<file path="src/rtl/sr_pkg.sv">
// Shared constants and FSM encoding for the serial configuration loader.
package sr_pkg;

  localparam int SIZESRSTAT_DEF = 88;
  localparam int SIZESRDYN_DEF  = 16;
  localparam int CNT_W          = 7;

  typedef logic [1:0] state_t;

  localparam state_t ST_IDLE       = 2'd0;
  localparam state_t ST_SHIFT_DYN  = 2'd1;
  localparam state_t ST_SHIFT_STAT = 2'd2;
  localparam state_t ST_FINISH     = 2'd3;

endpackage

</file>
<file path="src/rtl/sr_config_loader.sv">
// Loads a parallel word MSB-first into a dynamic or static configuration chain.
// Optional feature macro SR_READBACK_EN captures the chain's previous contents.
module sr_config_loader
  import sr_pkg::*;
#(
  parameter int SIZESRSTAT = SIZESRSTAT_DEF,
  parameter int SIZESRDYN  = SIZESRDYN_DEF
) (
  input  logic                  CLK,
  input  logic                  RST,
  input  logic                  START_DYN,
  input  logic                  START_STAT,
  input  logic [SIZESRDYN-1:0]  DYN_WORD,
  input  logic [SIZESRSTAT-1:0] STAT_WORD,
  output logic                  SELDYN,
  output logic                  SELSTAT,
  output logic                  signal_out,
  output logic                  BUSY,
  output logic                  DONE,
  input  logic                  signal_ret
`ifdef SR_READBACK_EN
  ,
  output logic [SIZESRDYN-1:0]  RB_DYN,
  output logic [SIZESRSTAT-1:0] RB_STAT,
  output logic                  RB_VALID
`endif
);

  // One shift register serves both chains; words are left-aligned so the MSB is always on top.
  localparam int SRW = (SIZESRSTAT > SIZESRDYN) ? SIZESRSTAT : SIZESRDYN;

  state_t           r_state;
  logic [CNT_W-1:0] r_cnt;
  logic [SRW-1:0]   r_sr;
  logic [SRW-1:0]   w_dynAligned;
  logic [SRW-1:0]   w_statAligned;
  logic             w_shifting;
  logic             w_lastBit;

  always_comb begin
    w_dynAligned  = '0;
    w_statAligned = '0;
    w_dynAligned[SRW-1 -: SIZESRDYN]   = DYN_WORD;
    w_statAligned[SRW-1 -: SIZESRSTAT] = STAT_WORD;
  end

  assign w_shifting = (r_state == ST_SHIFT_DYN) || (r_state == ST_SHIFT_STAT);
  assign w_lastBit  = w_shifting && (r_cnt == '0);

  always_ff @(posedge CLK) begin
    if (RST) begin
      r_state <= ST_IDLE;
      r_cnt   <= '0;
      r_sr    <= '0;
    end else begin
      case (r_state)
        ST_IDLE: begin
          if (START_DYN) begin
            r_state <= ST_SHIFT_DYN;
            r_sr    <= w_dynAligned;
            r_cnt   <= CNT_W'(SIZESRDYN - 1);
          end else if (START_STAT) begin
            r_state <= ST_SHIFT_STAT;
            r_sr    <= w_statAligned;
            r_cnt   <= CNT_W'(SIZESRSTAT - 1);
          end
        end
        ST_SHIFT_DYN, ST_SHIFT_STAT: begin
          r_sr <= {r_sr[SRW-2:0], 1'b0};
          if (r_cnt == '0) begin
            r_state <= ST_FINISH;
          end else begin
            r_cnt <= r_cnt - 1'b1;
          end
        end
        ST_FINISH: r_state <= ST_IDLE;
        default:   r_state <= ST_IDLE;
      endcase
    end
  end

  assign SELDYN     = (r_state == ST_SHIFT_DYN);
  assign SELSTAT    = (r_state == ST_SHIFT_STAT);
  assign signal_out = w_shifting & r_sr[SRW-1];
  assign BUSY       = (r_state != ST_IDLE);
  assign DONE       = (r_state == ST_FINISH);

`ifdef SR_READBACK_EN
  // The chain tail returns its old contents first, so shifting in at the LSB leaves it as MSB.
  logic [SRW-1:0] r_cap;
  logic [SRW-1:0] w_capNext;

  assign w_capNext = {r_cap[SRW-2:0], signal_ret};

  always_ff @(posedge CLK) begin
    if (RST) begin
      r_cap    <= '0;
      RB_DYN   <= '0;
      RB_STAT  <= '0;
      RB_VALID <= 1'b0;
    end else begin
      RB_VALID <= 1'b0;
      if (w_shifting) begin
        r_cap <= w_capNext;
      end
      if (w_lastBit && (r_state == ST_SHIFT_DYN)) begin
        RB_DYN   <= w_capNext[SIZESRDYN-1:0];
        RB_VALID <= 1'b1;
      end
      if (w_lastBit && (r_state == ST_SHIFT_STAT)) begin
        RB_STAT  <= w_capNext[SIZESRSTAT-1:0];
        RB_VALID <= 1'b1;
      end
    end
  end
`else
  logic w_unusedRet;
  assign w_unusedRet = signal_ret;
`endif

endmodule

</file>
<file path="config.mk">
export PLATFORM = sky130hd
export DESIGN_NAME = sr_config_loader
export DESIGN_NICKNAME = d
export VERILOG_FILES = /design/src/rtl/sr_pkg.sv /design/src/rtl/sr_config_loader.sv
export SDC_FILE = /design/constraint.sdc
export NUM_CORES = 1
export LEC_CHECK = 0
export BUFFER_PORTS_ARGS = -buffer_cell sky130_fd_sc_hd__clkbuf_2
export CORE_MARGIN = 2
export CORE_UTILIZATION = 57
export DETAILED_ROUTE_END_ITERATION = 6
export HOLD_SLACK_MARGIN = 0.06
export PLACE_DENSITY = 0.95
export SYNTH_ARGS = -nofsm -noshare
export SYNTH_HDL_FRONTEND = slang
export SYNTH_SLANG_ARGS = --single-unit
</file>
<file path="constraint.sdc">
create_clock -name CLK -period 5.5 [get_ports CLK]
set_clock_uncertainty 0.05 [all_clocks]
set_input_delay 0.55 -clock CLK [delete_from_list [all_inputs] [get_ports CLK]]
set_output_delay 0.55 -clock CLK [all_outputs]
set_load 0.02 [all_outputs]
</file>
==> results.md, run 1 <==
Synth:
- The Yosys warning count is 0.
- The post-synthesis cell area is 4315 um2.
- Summing the sequential cell areas from Yosys gives 45.00% of the chip area.
- Synthesis instantiated 38 different standard cells from the library.
- The average instance area after synthesis is 8.445 um2.
- For this run, asynchronously set or reset flops after synthesis account for 0%.
- The most used flip-flop cell after synthesis is sky130_fd_sc_hd__dfxtp_1.
- In this run, synthesis inferred 0 flip-flops with an integrated enable.
- The number of standard cells after synthesis is 511.
- The post-synthesis net count is 626.
- The number of register bits inferred by synthesis is slightly below 100.

Setup path:
- The worst setup path is launched from a flip-flop.
- Of all nets on the critical path, the largest fanout is 82.
- The data required time at the worst endpoint is 4.90 ns.
- Traced cell by cell, the critical path runs through inv_1 > ha_2 > buf_4 > and2_1 > clkbuf_2.
- The critical path data arrival time is 2.33 ns.
- The slowest stage of the critical path belongs to the cell sky130_fd_sc_hd__buf_4.
- STA classifies the critical path endpoint as an output pin.
- On the worst path, the slowest cell contributes a delay of about 0.65 ns.
- The type of the worst setup path is flip-flop to output pin.

Pwr:
- The overall power after layout is around 3.2 mW.
- Summed over all cells, the static leakage comes to approximately 2.1 nW.
- The power density normalized to cell area is 636.5 nW/um2.
- Per report_power, the combinational group accounts for 48.2% of the total.
- The internal power of the cells totals 1.809 mW.
- The clock network is responsible for 12.8% of the overall power.
- Across the VDD grid, the largest voltage drop is ~290 uV.
- The net switching component of the power is ~1.4 mW.
- In this run switching power makes up 43.50% of total power.
- The power share of the sequential group is 39.0%.

CTS:
- At the later pin of the worst-skew pair, clock insertion delay measures 0.35 ns.
- The total of hold buffers inserted after clock tree synthesis is 0.
- The number of sinks handled by clock tree synthesis is 97.
- Counting the buffers created by CTS gives 9.
- The post-CTS setup repair buffer count is 0.
- The number of buffers on the longest clock path is 2.
- The clock tree synthesis step divided the H-tree into 3 levels.
- The number of instances resized during post-cts repair is 0.
- The root buffer cell is sky130_fd_sc_hd__clkbuf_8.
- Clock-pin slew was measured on the worst setup and hold paths at 0.09 ns.
- The clock tree from TritonCTS is done.

STA:
- For this run, the top clock speed supported by timing is 341.7 MHz.
- The minimum clock period after layout is a little under 3 ns.
- Setup repair after global routing left no endpoint under its margin.
- The minimum setup slack in the final design is 2.573 ns.
- Of the available clock period, the critical path in the final layout requires 53.21%.
- Setup violations remaining at the end of the flow were counted as 0.
- Setup total negative slack on the finished layout was measured at 0 ns.
- The number of failing hold endpoints at the final stage is 0.
- The number of pins with negative max-slew slack in the final report came to 0.
- For the pin with the worst max-slew slack, the measured transition is between 1 and 1.5 ns.
- The relative max-transition margin is 32.69%.

Floorplan:
- The floorplan step set the die height to 91.01 um.
- The width of the die is 91.01 um.
- The overall die area is 8283 um2.
- The initial utilization of the core area, before any placement, comes to between 50% and 60%.
- The I/O pin count is 114.
- The core region is roughly 7300 um2.
- After floorplanning, the core was divided into 31 placement rows.

Routing:
- Once detail routing completed, the nets flagged for antenna violations numbered 0.
- The final layout contains routed wiring with a total length of 10,240 um.
- In the routed layout, each cell is associated on average with a via count of between 6 and 7.
- The number of remaining DRC errors is 0.
- The post-detailed-route wirelength per cell is ~15 um.
- The number of DRC markers after the initial detailed-route iteration is 313.
- The count of TritonRoute iterations in the first routing pass is 5.
- Detailed routing inserted a total of just over 4,000 vias.

GRT:
- For met2 alone, demand over resource in global routing was a little over two fifths.
- The pin count of the biggest net entering global routing is just over 100.
- After global routing the overflow that remains totals 0.
- The number of global-route vias before repair is 3,941.
- The routing usage on met1 is 28.48%.
- The first-pass GRT wire length is 16,770 um.
- In this run the most used layer during global routing was met2.
- The total routing resource utilization after global routing is 23.92%.
- The global-route met3 utilization is 3.320%.
- The initial antenna violation count is 0.

Cells and area:
- The share of layout cells above drive strength 1 is 23.60%.
- Fill cells in the final layout number 600.
- The antenna diode instance count is 0.
- After the last flow step, the layout net total stands at 700.
- The area growth from synthesis to layout is 16.56%.
- After routing the design area is 5030 um2.
- The end-of-flow core utilization is 68.98%.

Place:
- The post-placement cell area is 4858 um2.
- OpenSTA, run right after detailed placement, puts the worst setup slack at 2.319 ns.
- During placement, the flow inserted port buffers numbering 112.
- The detailed placer's ending HPWL is approximately 6500 um.
- The placer's final routability congestion estimate is 0.8671.

Min path:
- The path class of the tightest hold or removal check is input pin to flip-flop.

Flow run:
- The max-capacitance violation count is 0.

Run status:
- The flow ran to the end, and the final reports show no timing, DRC or antenna violations.
-- logic make-up after synthesis --
| family | after synthesis | synth area share [%] |
|---|---|---|
| AO/OA/AOI/OAI | 130 | 23.20 |
| adder cells (fa/ha/maj) | 6 | 1.740 |
| buffers and inverters | 61 | 5.567 |
| flip-flops | 97 | 45.00 |
| multiplexers | 17 | 3.943 |
| AND/OR/NAND/NOR | 200 | 20.56 |
-- placed cells by master, fill, tap and decap left out, types with 3 or more instances in the layout --
cell type,netlist,final
sky130_fd_sc_hd__dfxtp_1,97,97
sky130_fd_sc_hd__inv_1,6,6
sky130_fd_sc_hd__o21ai_0,4,4
sky130_fd_sc_hd__clkbuf_2,0,111
sky130_fd_sc_hd__nor3_1,72,72
sky130_fd_sc_hd__ha_1,6,5
sky130_fd_sc_hd__nand2_1,37,37
sky130_fd_sc_hd__mux2i_1,17,17
sky130_fd_sc_hd__nand3_1,3,3
sky130_fd_sc_hd__o211ai_1,16,16
sky130_fd_sc_hd__nor2_1,77,76
sky130_fd_sc_hd__a221oi_1,71,71
sky130_fd_sc_hd__clkbuf_8,0,10
sky130_fd_sc_hd__a21oi_1,26,25
sky130_fd_sc_hd__buf_4,0,6
sky130_fd_sc_hd__clkinvlp_4,0,4
sky130_fd_sc_hd__a211oi_1,3,3
-- critical path: cells and delay by family (launching register included) --
kind	cells	cell delay, ns
buffers and inverters	3	0.92
flip-flops	1	0.39
adder cells (fa/ha/maj)	1	0.38
AND/OR/NAND/NOR	1	0.22
-- metal layers --
| layer | vias up | part of all wire, % |
|---|---|---|
| met5 | - | 0 |
| met2 | 134 | 51 |
| met4 | 0 | 2.0 |
| met1 | 1952 | 42 |
| li1 | 2043 | - |
| met3 | 18 | 4.8 |
-- power by group through the flow --
stage | sequential, mW | clock (mW) | combinational, mW
floorplan | 1.20 | 0 | 1.27
global placement | 1.23 | 0 | 1.48
detailed placement | 1.25 | 0 | 1.54
CTS | 1.24 | 0.415 | 1.54
global route | 1.28 | 0.443 | 1.74
finish | 1.25 | 0.409 | 1.54
-- synth_stat cells, types with 2 or more instances --
cell type / number / share of area [%]
sky130_fd_sc_hd__nand2_1: 37 / 3.2
sky130_fd_sc_hd__mux2i_1: 17 / 3.9
sky130_fd_sc_hd__nand3_1: 3 / 0.35
sky130_fd_sc_hd__nor2_1: 77 / 6.7
sky130_fd_sc_hd__buf_2: 9 / 1.0
sky130_fd_sc_hd__ha_1: 6 / 1.7
sky130_fd_sc_hd__inv_1: 6 / 0.52
sky130_fd_sc_hd__o21ai_0: 4 / 0.46
sky130_fd_sc_hd__o211ai_1: 16 / 2.8
sky130_fd_sc_hd__a211oi_1: 3 / 0.52
sky130_fd_sc_hd__a221oi_1: 71 / 14
sky130_fd_sc_hd__clkbuf_1: 43 / 3.7
sky130_fd_sc_hd__a21oi_1: 26 / 3.0
sky130_fd_sc_hd__buf_1: 2 / 0.17
sky130_fd_sc_hd__nor3_1: 72 / 8.4
sky130_fd_sc_hd__dfxtp_1: 97 / 45
-- area by class of cell --
| cell class | count | area (um2) | area share [%] |
|---|---|---|---|
| clock buffer | 11 | 141.4 | 2.811 |
| clock inverter | 4 | 30.03 | 0.5970 |
| inverter | 7 | 26.28 | 0.5224 |
| multi-input combinational | 353 | 2166 | 43.06 |
| sequential | 97 | 1942 | 38.61 |
| tap | 99 | 123.9 | 2.463 |
| timing repair buffer | 117 | 600.6 | 11.94 |
-- metrics by stage --
step,std cells,hold slack [ns]
2_1_floorplan,511,0.3817
6_report,688,0.3848
3_3_place_gp,673,0.3894
3_5_place_dp,673,0.3968
5_1_grt,688,0.3857
4_1_cts,688,0.3810
-- path summary, 6_finish.rpt --
| path | startpoint | to | slack [ns] | depth (start not counted) |
|---|---|---|---|---|
| setup / recovery | r_state[0] | signal_out | 2.57 | 5 |
| hold / removal | STAT_WORD[0] | r_sr[0] | 0.38 | 3 |
| setup reg to reg | r_state[0] | r_sr[4] | 2.64 | 7 |
| hold reg to reg | r_sr[84] | r_sr[84] | 0.41 | 2 |
-- registers in the layout, indices dropped and copies added (netlist names) --
signal / count
r_state: 2
r_sr: 88
r_cnt: 7
Note: power is estimated with default switching activity, not from simulation.
==> run 2: changes to the inputs <==
--- a/config.mk
+++ b/config.mk
@@ -7,10 +7,10 @@
 export LEC_CHECK = 0
 export BUFFER_PORTS_ARGS = -buffer_cell sky130_fd_sc_hd__clkbuf_2
 export CORE_MARGIN = 2
-export CORE_UTILIZATION = 57
+export CORE_UTILIZATION = 53
 export DETAILED_ROUTE_END_ITERATION = 6
 export HOLD_SLACK_MARGIN = 0.06
-export PLACE_DENSITY = 0.95
+export PLACE_DENSITY = 0.91
 export SYNTH_ARGS = -nofsm -noshare
 export SYNTH_HDL_FRONTEND = slang
 export SYNTH_SLANG_ARGS = --single-unit
==> constraint.sdc (replaced) <==
create_clock -name CLK -period 2.8 [get_ports CLK]
set_clock_uncertainty 0.05 [all_clocks]
set_input_delay 0.28 -clock CLK [delete_from_list [all_inputs] [get_ports CLK]]
set_output_delay 0.28 -clock CLK [all_outputs]
set_load 0.02 [all_outputs]
==> run 2 against run 1 <==
  * First-iteration DRC count up 14%
  * Wire length up 1.8%
  * Register-to-register slack worse by 2.2 ns
  * Global-route usage down 0.17 points
  * Highest routed layer unchanged
  * Non-clock buffer count up 6
==> results.md, run 2 (synthesis gave the netlist of run 1 again) <==
Place:
- In this run, placement finished with an instance count of 682.
- The detailed placer's ending HPWL is roughly 6700 um.
- During placement, the flow inserted port buffers numbering 112.
- Routability-driven placement finished with a final weighted congestion of 0.8941.
- The post-placement cell area is 4945 um2.

Routing:
- The detail route stage leaves a number of antenna-violating nets equal to 0.
- The count of TritonRoute iterations in the first routing pass is 5.
- Detailed routing inserted a total of ~4,200 vias.
- The number of DRC markers after the initial detailed-route iteration is 357.
- The post-detailed-route wirelength per cell is 14.93 um.
- The mean number of vias per cell is between 6 and 7.
- The number of remaining DRC errors is 0.
- The post-detailed-routing wire length is around 10,000 um.

Run status:
- The flow ran to the end, and the final reports show no timing, DRC or antenna violations.

CTS:
- The clock passes through at most 2 buffers.
- The H-tree depth is 3.
- The root buffer cell is sky130_fd_sc_hd__clkbuf_8.
- Gates resized during post-CTS repair numbered 0.
- The clock tree from TritonCTS is done.
- The clock reaches the later pin of the worst-skew pair after about 0.36 ns.
- The post-CTS setup repair buffer count is 0.
- The number of buffers added by the clock tree synthesis step is 9.
- The clock net in this run drives a total of 97 sinks.
- The total of hold buffers inserted after clock tree synthesis is 0.
- The clock-pin slew of the registers on the worst-case setup and hold paths is 0.09 ns.

Floorplan:
- The die covers between 8000 and 9000 um2.
- approximately 110 I/O pins were placed.
- The floorplan die height is 94.24 um.
- The die is around 94 um wide.
- For this configuration, the core starts out at a cell density of 55.27%.
- The core footprint is 7807 um2.
- The floorplan has 32 rows.

GRT:
- Entering global routing, the biggest net connects 101 pins.
- The first-pass GRT wire length is 17,210 um.
- The total routing resource utilization after global routing is 23.75%.
- The number of global-route vias before repair came to 3,866.
- The initial antenna violation count is 0.
- For this run the aggregate overflow at the end of global routing stands at 0.

Pwr:
- Summed over all cells, the static leakage comes to approximately 2.2 nW.
- The switching share of power is roughly 42%.
- The portion of total power attributed to combinational logic is 48.4%.
- Summed over all nets, the switching power comes to 2.810 mW.
- The power share of the sequential group is 36.6%.
- Dividing total power by cell area gives a power density of between 1000 and 1500 nW/um2.
- The share of total power dissipated in the clock network is 15.0%.
- The worst vdd rail ir drop is roughly 600 uV.
- The design internal power is 3.838 mW.

Min path:
- The worst min-delay path class is input pin to flip-flop.

Cells and area:
- The antenna diode instance count is 0.
- The number of flip-flops under the largest register name is 88.
- In the final layout, the registers with the most flip-flops are r_sr (88), r_cnt (7), r_state (2).
- The post-layout instance count excluding filler cells is about 700.
- The post-synthesis to final-layout area growth is 19.66%.
- The share of layout cells above drive strength 1 is 24.50%.
- The number of nets in the finished design is 706.
- The filler cell count is 625.
- Leaving out fill and tap cells, the most frequent cell in the layout is sky130_fd_sc_hd__clkbuf_2.
- Leaving out fill and tap cells, the most frequent cells in the layout are sky130_fd_sc_hd__clkbuf_2, sky130_fd_sc_hd__dfxtp_1, sky130_fd_sc_hd__nor2_1, sky130_fd_sc_hd__nor3_1, sky130_fd_sc_hd__a221oi_1.
- The register name with the most flops is r_sr.
- The finished cells cover 5164 um2.

STA:
- Setup violations remaining at the end of the flow were counted as 0.
- The number of failing hold endpoints at the final stage is 0.
- The relative max-transition margin is a little under a third.
- Timing would allow up to 426.0 MHz.
- After layout, the worst path uses between 80% and 90% of the clock period.
- Setup repair after global routing left no endpoint under its margin.
- The summed negative setup slack over all endpoints is 0 ns.
- The minimum clock period after layout is 2.348 ns.
- At the pin with the least slew margin, the transition time is 1.041 ns.
- The number of pins with negative max-slew slack in the final report is 0.

Setup path:
- The register-to-register setup slack is 0.45 ns.
- The worst setup path is launched from a flip-flop.
- The nature of the critical path endpoint is a flip-flop.
- The maximum fanout along the worst path is 27.
- The critical path data arrival time is 2.57 ns.
- The type of the worst setup path is flip-flop to flip-flop.
- The data required time at the worst endpoint is 3.02 ns.

Flow run:
- The tool flagged a number of max-cap violations equal to 0.
-- run 2: changes by cell type in the layout (fill, tap and decap cells not counted) --
cell / change
sky130_fd_sc_hd__buf_12: +3
sky130_fd_sc_hd__buf_4: +3
sky130_fd_sc_hd__bufinv_16: +2
sky130_fd_sc_hd__clkbuf_8: -1
sky130_fd_sc_hd__clkinv_2: +1
sky130_fd_sc_hd__clkinv_4: +2
sky130_fd_sc_hd__clkinvlp_4: -4
sky130_fd_sc_hd__inv_6: +1
-- run 2: final timing paths --
kind	to	from	depth (start not counted)
hold / removal	r_sr[0]	STAT_WORD[0]	3
setup reg to reg	r_sr[87]	r_state[0]	6
hold reg to reg	r_sr[85]	r_sr[85]	2
setup / recovery	r_sr[87]	r_state[0]	6
-- run 2: layout make-up --
type / instances / area [um2] / share of cell area [%]
multi-input cells: 353 / 2166 / 41.94
flip-flops and latches: 97 / 1942 / 37.61
clock inverters: 6 / 91.34 / 1.769
repair buffers: 123 / 683.2 / 13.23
well taps: 102 / 127.6 / 2.472
inverters: 7 / 26.28 / 0.5088
clock buffers: 10 / 127.6 / 2.472
-- run 2: power groups by stage --
stage / sequential (mW) / combinational [mW] / clock [mW]
after floorplan: 2.35 / 2.49 / 0
after global placement: 2.41 / 3.05 / 0
after detailed placement: 2.45 / 3.19 / 0
after CTS: 2.43 / 3.21 / 1.01
after global routing: 2.51 / 3.63 / 1.07
final: 2.44 / 3.22 / 0.995
-- run 2: per-layer routing --
metal,track usage (%),vias to the layer above,part of all wire (%)
li1,-,2060,-
met1,31.06,1989,43
met2,38.87,155,48
met3,5.377,20,6.8
met4,7.729,0,1.8
met5,0,-,0
-- run 2: critical path, stage by stage (launching register included) --
cell	delay, ns
sky130_fd_sc_hd__dfxtp_1	0.39
sky130_fd_sc_hd__inv_1	0.10
sky130_fd_sc_hd__ha_2	0.40
sky130_fd_sc_hd__o21ai_4	0.64
sky130_fd_sc_hd__buf_4	0.40
sky130_fd_sc_hd__nand2_1	0.11
sky130_fd_sc_hd__a21oi_1	0.16
-- run 2: stage by stage --
stage,total power [mW],hold WS [ns],setup slack [ns],utilization (%)
final,6.648,0.1105,0.4523,66.14
after global routing,7.212,0.1284,0.2801,66.14
after CTS,6.649,0.09897,0.4785,66.14
after detailed placement,5.644,0.3974,0.5033,63.33
after global placement,5.457,0.3923,0.5821,63.33
after floorplan,4.844,0.3817,0.6246,-
==> run 3: changes to the inputs <==
--- a/config.mk
+++ b/config.mk
@@ -5,12 +5,13 @@
 export SDC_FILE = /design/constraint.sdc
 export NUM_CORES = 1
 export LEC_CHECK = 0
+export ABC_AREA = 1
 export BUFFER_PORTS_ARGS = -buffer_cell sky130_fd_sc_hd__clkbuf_2
 export CORE_MARGIN = 2
-export CORE_UTILIZATION = 53
+export CORE_UTILIZATION = 48
 export DETAILED_ROUTE_END_ITERATION = 6
 export HOLD_SLACK_MARGIN = 0.06
-export PLACE_DENSITY = 0.91
+export PLACE_DENSITY = 0.87
 export SYNTH_ARGS = -nofsm -noshare
 export SYNTH_HDL_FRONTEND = slang
 export SYNTH_SLANG_ARGS = --single-unit
==> constraint.sdc (replaced) <==
create_clock -name CLK -period 2 [get_ports CLK]
set_clock_uncertainty 0.05 [all_clocks]
set_input_delay 0.2 -clock CLK [delete_from_list [all_inputs] [get_ports CLK]]
set_output_delay 0.2 -clock CLK [all_outputs]
set_load 0.02 [all_outputs]
==> run 3 against run 2 <==
  * Clock power up 29%
  * Flip-flop and latch count unchanged
  * Register-to-register slack got worse by 0.35 ns
  * Sequential share of layout area shrank 5.6 points
  * Power up 43%
  * Cell area rose by 17%
  * Worst hold slack improved by 0.0072 ns
  * Critical path depth increased by 1
  * Final cell count up 27%
  * Synthesized cell count is 19% higher
  * Largest cell class unchanged
  * Wire length up 23%
  * Synthesized area rose by 3.4%
  * Critical endpoint is now r_sr[54]
==> results.md, run 3 <==
Floorplan:
- In this run the horizontal extent of the chip is 100.4 um.
- For this configuration, the core starts out at a cell density of between 40% and 50%.
- The floorplan step defined a die boundary enclosing 10,080 um2.
- The floorplan die height is 100.4 um.
- Row generation in the floorplan step produced 35 rows.
- The I/O pin count is 114.
- The core footprint is 9109 um2.

Run status:
- The run finished with clean final reports.

Pwr:
- The power density normalized to cell area is 1565 nW/um2.
- The overall power after layout is 9.495 mW.
- Summed over all cells, the static leakage comes to 2.530 nW.
- The worst vdd rail ir drop is about 700 uV.

Routing:
- The post-detailed-route wirelength per cell is ~14 um.
- The count of TritonRoute iterations in the first routing pass is 5.
- After detailed routing, no signal wire sits above met4.
- The routed length on met3 is 638 um.
- The mean number of vias per cell is between 5 and 6.
- The post-route met1 wirelength is 5311 um.
- The number of antenna-violating nets in the routed design is 0.
- Summing over every cut layer, the via total after detailed routing is 4,899.
- The number of remaining DRC errors is 0.
- Summed over all nets, wire length on met2 after detailed routing comes to 6404 um.
- The post-detailed-routing wire length is ~13,000 um.
- The detailed router finished its first iteration with 342 violations.

Setup path:
- The worst setup path is of the flip-flop to flip-flop kind.
- For the worst setup path, the data arrival time is 2.10 ns.
- The data required time at the worst endpoint is ~2.2 ns.
- Across all register-to-register paths, the minimum setup slack is 0.1 ns.
- In this run the worst path has a maximum fanout of 39.
- STA classifies the critical path endpoint as a flip-flop.
- The worst setup path is launched from a flip-flop.

Synth:
- The number of register bits inferred by synthesis is between 90 and 100.
- For this run, asynchronously set or reset flops after synthesis account for 0%.
- Dividing the synthesized area by the synthesized cell count gives 7.336 um2.
- Summing the areas of all compound-gate instances in the mapped netlist gives 27.66% of the synthesized area.
- The dominant synthesized flop cell is sky130_fd_sc_hd__dfxtp_1.
- By area the synthesized netlist is led by sky130_fd_sc_hd__dfxtp_1, sky130_fd_sc_hd__nand2_1, sky130_fd_sc_hd__o21ai_0.
- Sequential elements use 43.53% of the synthesized area.
- The most instantiated library cell after synthesis is sky130_fd_sc_hd__nand2_1.
- In this run the biggest area consumer among cell types represents a little over two fifths of the synthesized area.
- The main combinational cell family by area after synthesis is compound AO/OA/AOI/OAI gates.
- The Yosys warning count is 0.
- The synthesized-area fraction occupied by and/or/nand/nor cells is just under 20%.
- After synthesis, the netlist uses 24 different library cells.
- The number of flops mapped to enable cells by yosys is 0.
- The post-synthesis share of cell area spent on full adders, half adders and majority gates is 1.683%.
- The post-synthesis cell area is roughly 4500 um2.
- By count the netlist is led by sky130_fd_sc_hd__nand2_1, sky130_fd_sc_hd__dfxtp_1, sky130_fd_sc_hd__o21ai_0.
- The multiplexer share of the synthesized area is 0%.
- The post-synthesis net count is 723.
- Synthesis handed over a netlist of 608 instances.
- The library cell occupying the most area in the post-synthesis netlist is sky130_fd_sc_hd__dfxtp_1.
- Summing the areas of all xor and xnor instances in the mapped netlist gives 0% of the synthesized area.

Cells and area:
- Summing all multi-input logic gate instances after layout gives 2202 um2.
- The most frequent standard cell in the layout excluding fill and tap cells is sky130_fd_sc_hd__nand2_1.
- The post-route netlist has 21.86% of its cells at a drive strength greater than 1.
- The top cell types in the final layout, fill and taps aside, are sky130_fd_sc_hd__nand2_1, sky130_fd_sc_hd__clkbuf_2, sky130_fd_sc_hd__dfxtp_1, sky130_fd_sc_hd__o21ai_0, sky130_fd_sc_hd__dlygate4sd3_1.
- The post-synthesis to final-layout area growth is 35.99%.
- The register name with the most flops is r_sr.
- In the final design database the tool counted 883 nets.
- The largest registers in the layout are r_sr (88), r_cnt (7), r_state (2).
- The number of flip-flops under the largest register name is 88.
- The total area of sequential cells is slightly below 2000 um2.
- After filler insertion, the fill cell instance count of the layout stands at 759.
- The end-of-flow core utilization is 66.59%.

Flow run:
- Max-cap violations in this run came to 0.

Place:
- The count of buffers inserted at the top-level ports is 112.
- The detailed placer's ending HPWL is 6922 um.
- The placer's final routability congestion estimate is just under 0.9.

Min path:
- The worst min-delay path class is input pin to flip-flop.

GRT:
- For this run the aggregate overflow at the end of global routing stands at 0.
- Entering global routing, the biggest net connects 80 pins.
- The number of global-route vias before repair is 4,402.
- The first global-routing pass estimated between 15,000 and 20,000 um of wire.
- The initial antenna violation count is 0.
- Across every metal layer, demand over resource in global routing totals 23.69%.

CTS:
- The number of buffers on the longest clock path is 2.
- The number of buffers added by the clock tree synthesis step is 9.
- The later pin in the worst-skew pair is clocked with a latency of 0.36 ns.
- TritonCTS built the clock tree.
- CTS saw between 90 and 100 sinks.
- After clock tree synthesis, the clock-pin slew on the worst setup and hold paths is 0.10 ns.
- The root buffer cell is sky130_fd_sc_hd__clkbuf_8.
- The H-tree depth is 3.

STA:
- In the final timing run, aggregate negative setup slack is 0 ns.
- At the pin with the least slew margin, the transition time is 0.5160 ns.
- The relative max-transition margin is 65.55%.
- The minimum clock period after layout is 1.902 ns.
- The number of pins with negative max-slew slack in the final report is 0.
- Dividing the final minimum period by the clock period gives roughly 95%.
- The final count of negative-setup-slack endpoints is 0.
- For this run, the top clock speed supported by timing is around 530 MHz.
- Setup repair after global routing left no endpoint under its margin.
- The worst hold slack after final layout is 0.1178 ns.
- The number of failing hold endpoints at the final stage came to 0.
## run 3: cells by family after synthesis
family                     after synthesis
AOI/OAI and AO/OA                      220
adders and majority gates                6
buffers and inverters                   69
DFF                                     97
and+or+nand+nor                        216
## run 3: through the flow
stage	std cells	setup WS (ns)	cell area, um2
2_1_floorplan	608	0.2936	4461
3_3_place_gp	790	0.1518	5037
3_5_place_dp	790	0.08781	5037
4_1_cts	879	0.04278	5962
5_1_grt	884	0.003794	6063
6_report	885	0.09769	6066
## run 3: repair_timing
action | 4_1_cts | 5_1_grt
setup endpoints to repair | 0 | 52
resized for setup | 0 | 3
buffers inserted | 0 | 2
endpoints found under the hold margin | 76 | 0
hold buffers | 73 | 0
## run 3: area by class of cell
class / instances / area share, %
antenna: 1 / 0.04125
clock buffer: 10 / 2.104
clock inverter: 6 / 1.093
inverter: 18 / 1.176
multi-input combinational: 442 / 36.30
sequential: 97 / 32.03
tap: 111 / 2.290
timing repair buffer: 200 / 24.96
## run 3: critical path, cell delays in order (launching register included)
cell and delay, ns:
sky130_fd_sc_hd__dfxtp_1 0.39, sky130_fd_sc_hd__inv_1 0.12, sky130_fd_sc_hd__ha_4 0.37, sky130_fd_sc_hd__nand2_1 0.11, sky130_fd_sc_hd__o21ai_4 0.19, sky130_fd_sc_hd__buf_4 0.21
sky130_fd_sc_hd__clkbuf_16 0.22, sky130_fd_sc_hd__a31oi_1 0.12
## run 3: worst paths after layout
path               startpoint  endpoint  cells after the start
hold / removal    DYN_WORD[2]  r_sr[74]                      3
hold reg to reg      r_sr[18]  r_sr[19]                      2
setup reg to reg   r_state[1]  r_sr[54]                      7
setup / recovery   r_state[1]  r_sr[54]                      7
## run 3: report_power, final
group          switching, mW  internal [mW]  leakage, nW  total [mW]
combinational           3.06           1.80         1.63        4.86
clock                  0.692          0.586        0.101        1.28
sequential             0.475           2.88        0.804        3.36
total                   4.23           5.27         2.53        9.49
## run 3: layer usage
layer,vias to the layer above,track usage (%)
met5,-,0
met4,0,11.38
met3,43,4.248
met2,191,41.30
met1,2251,28.10
li1,2414,-
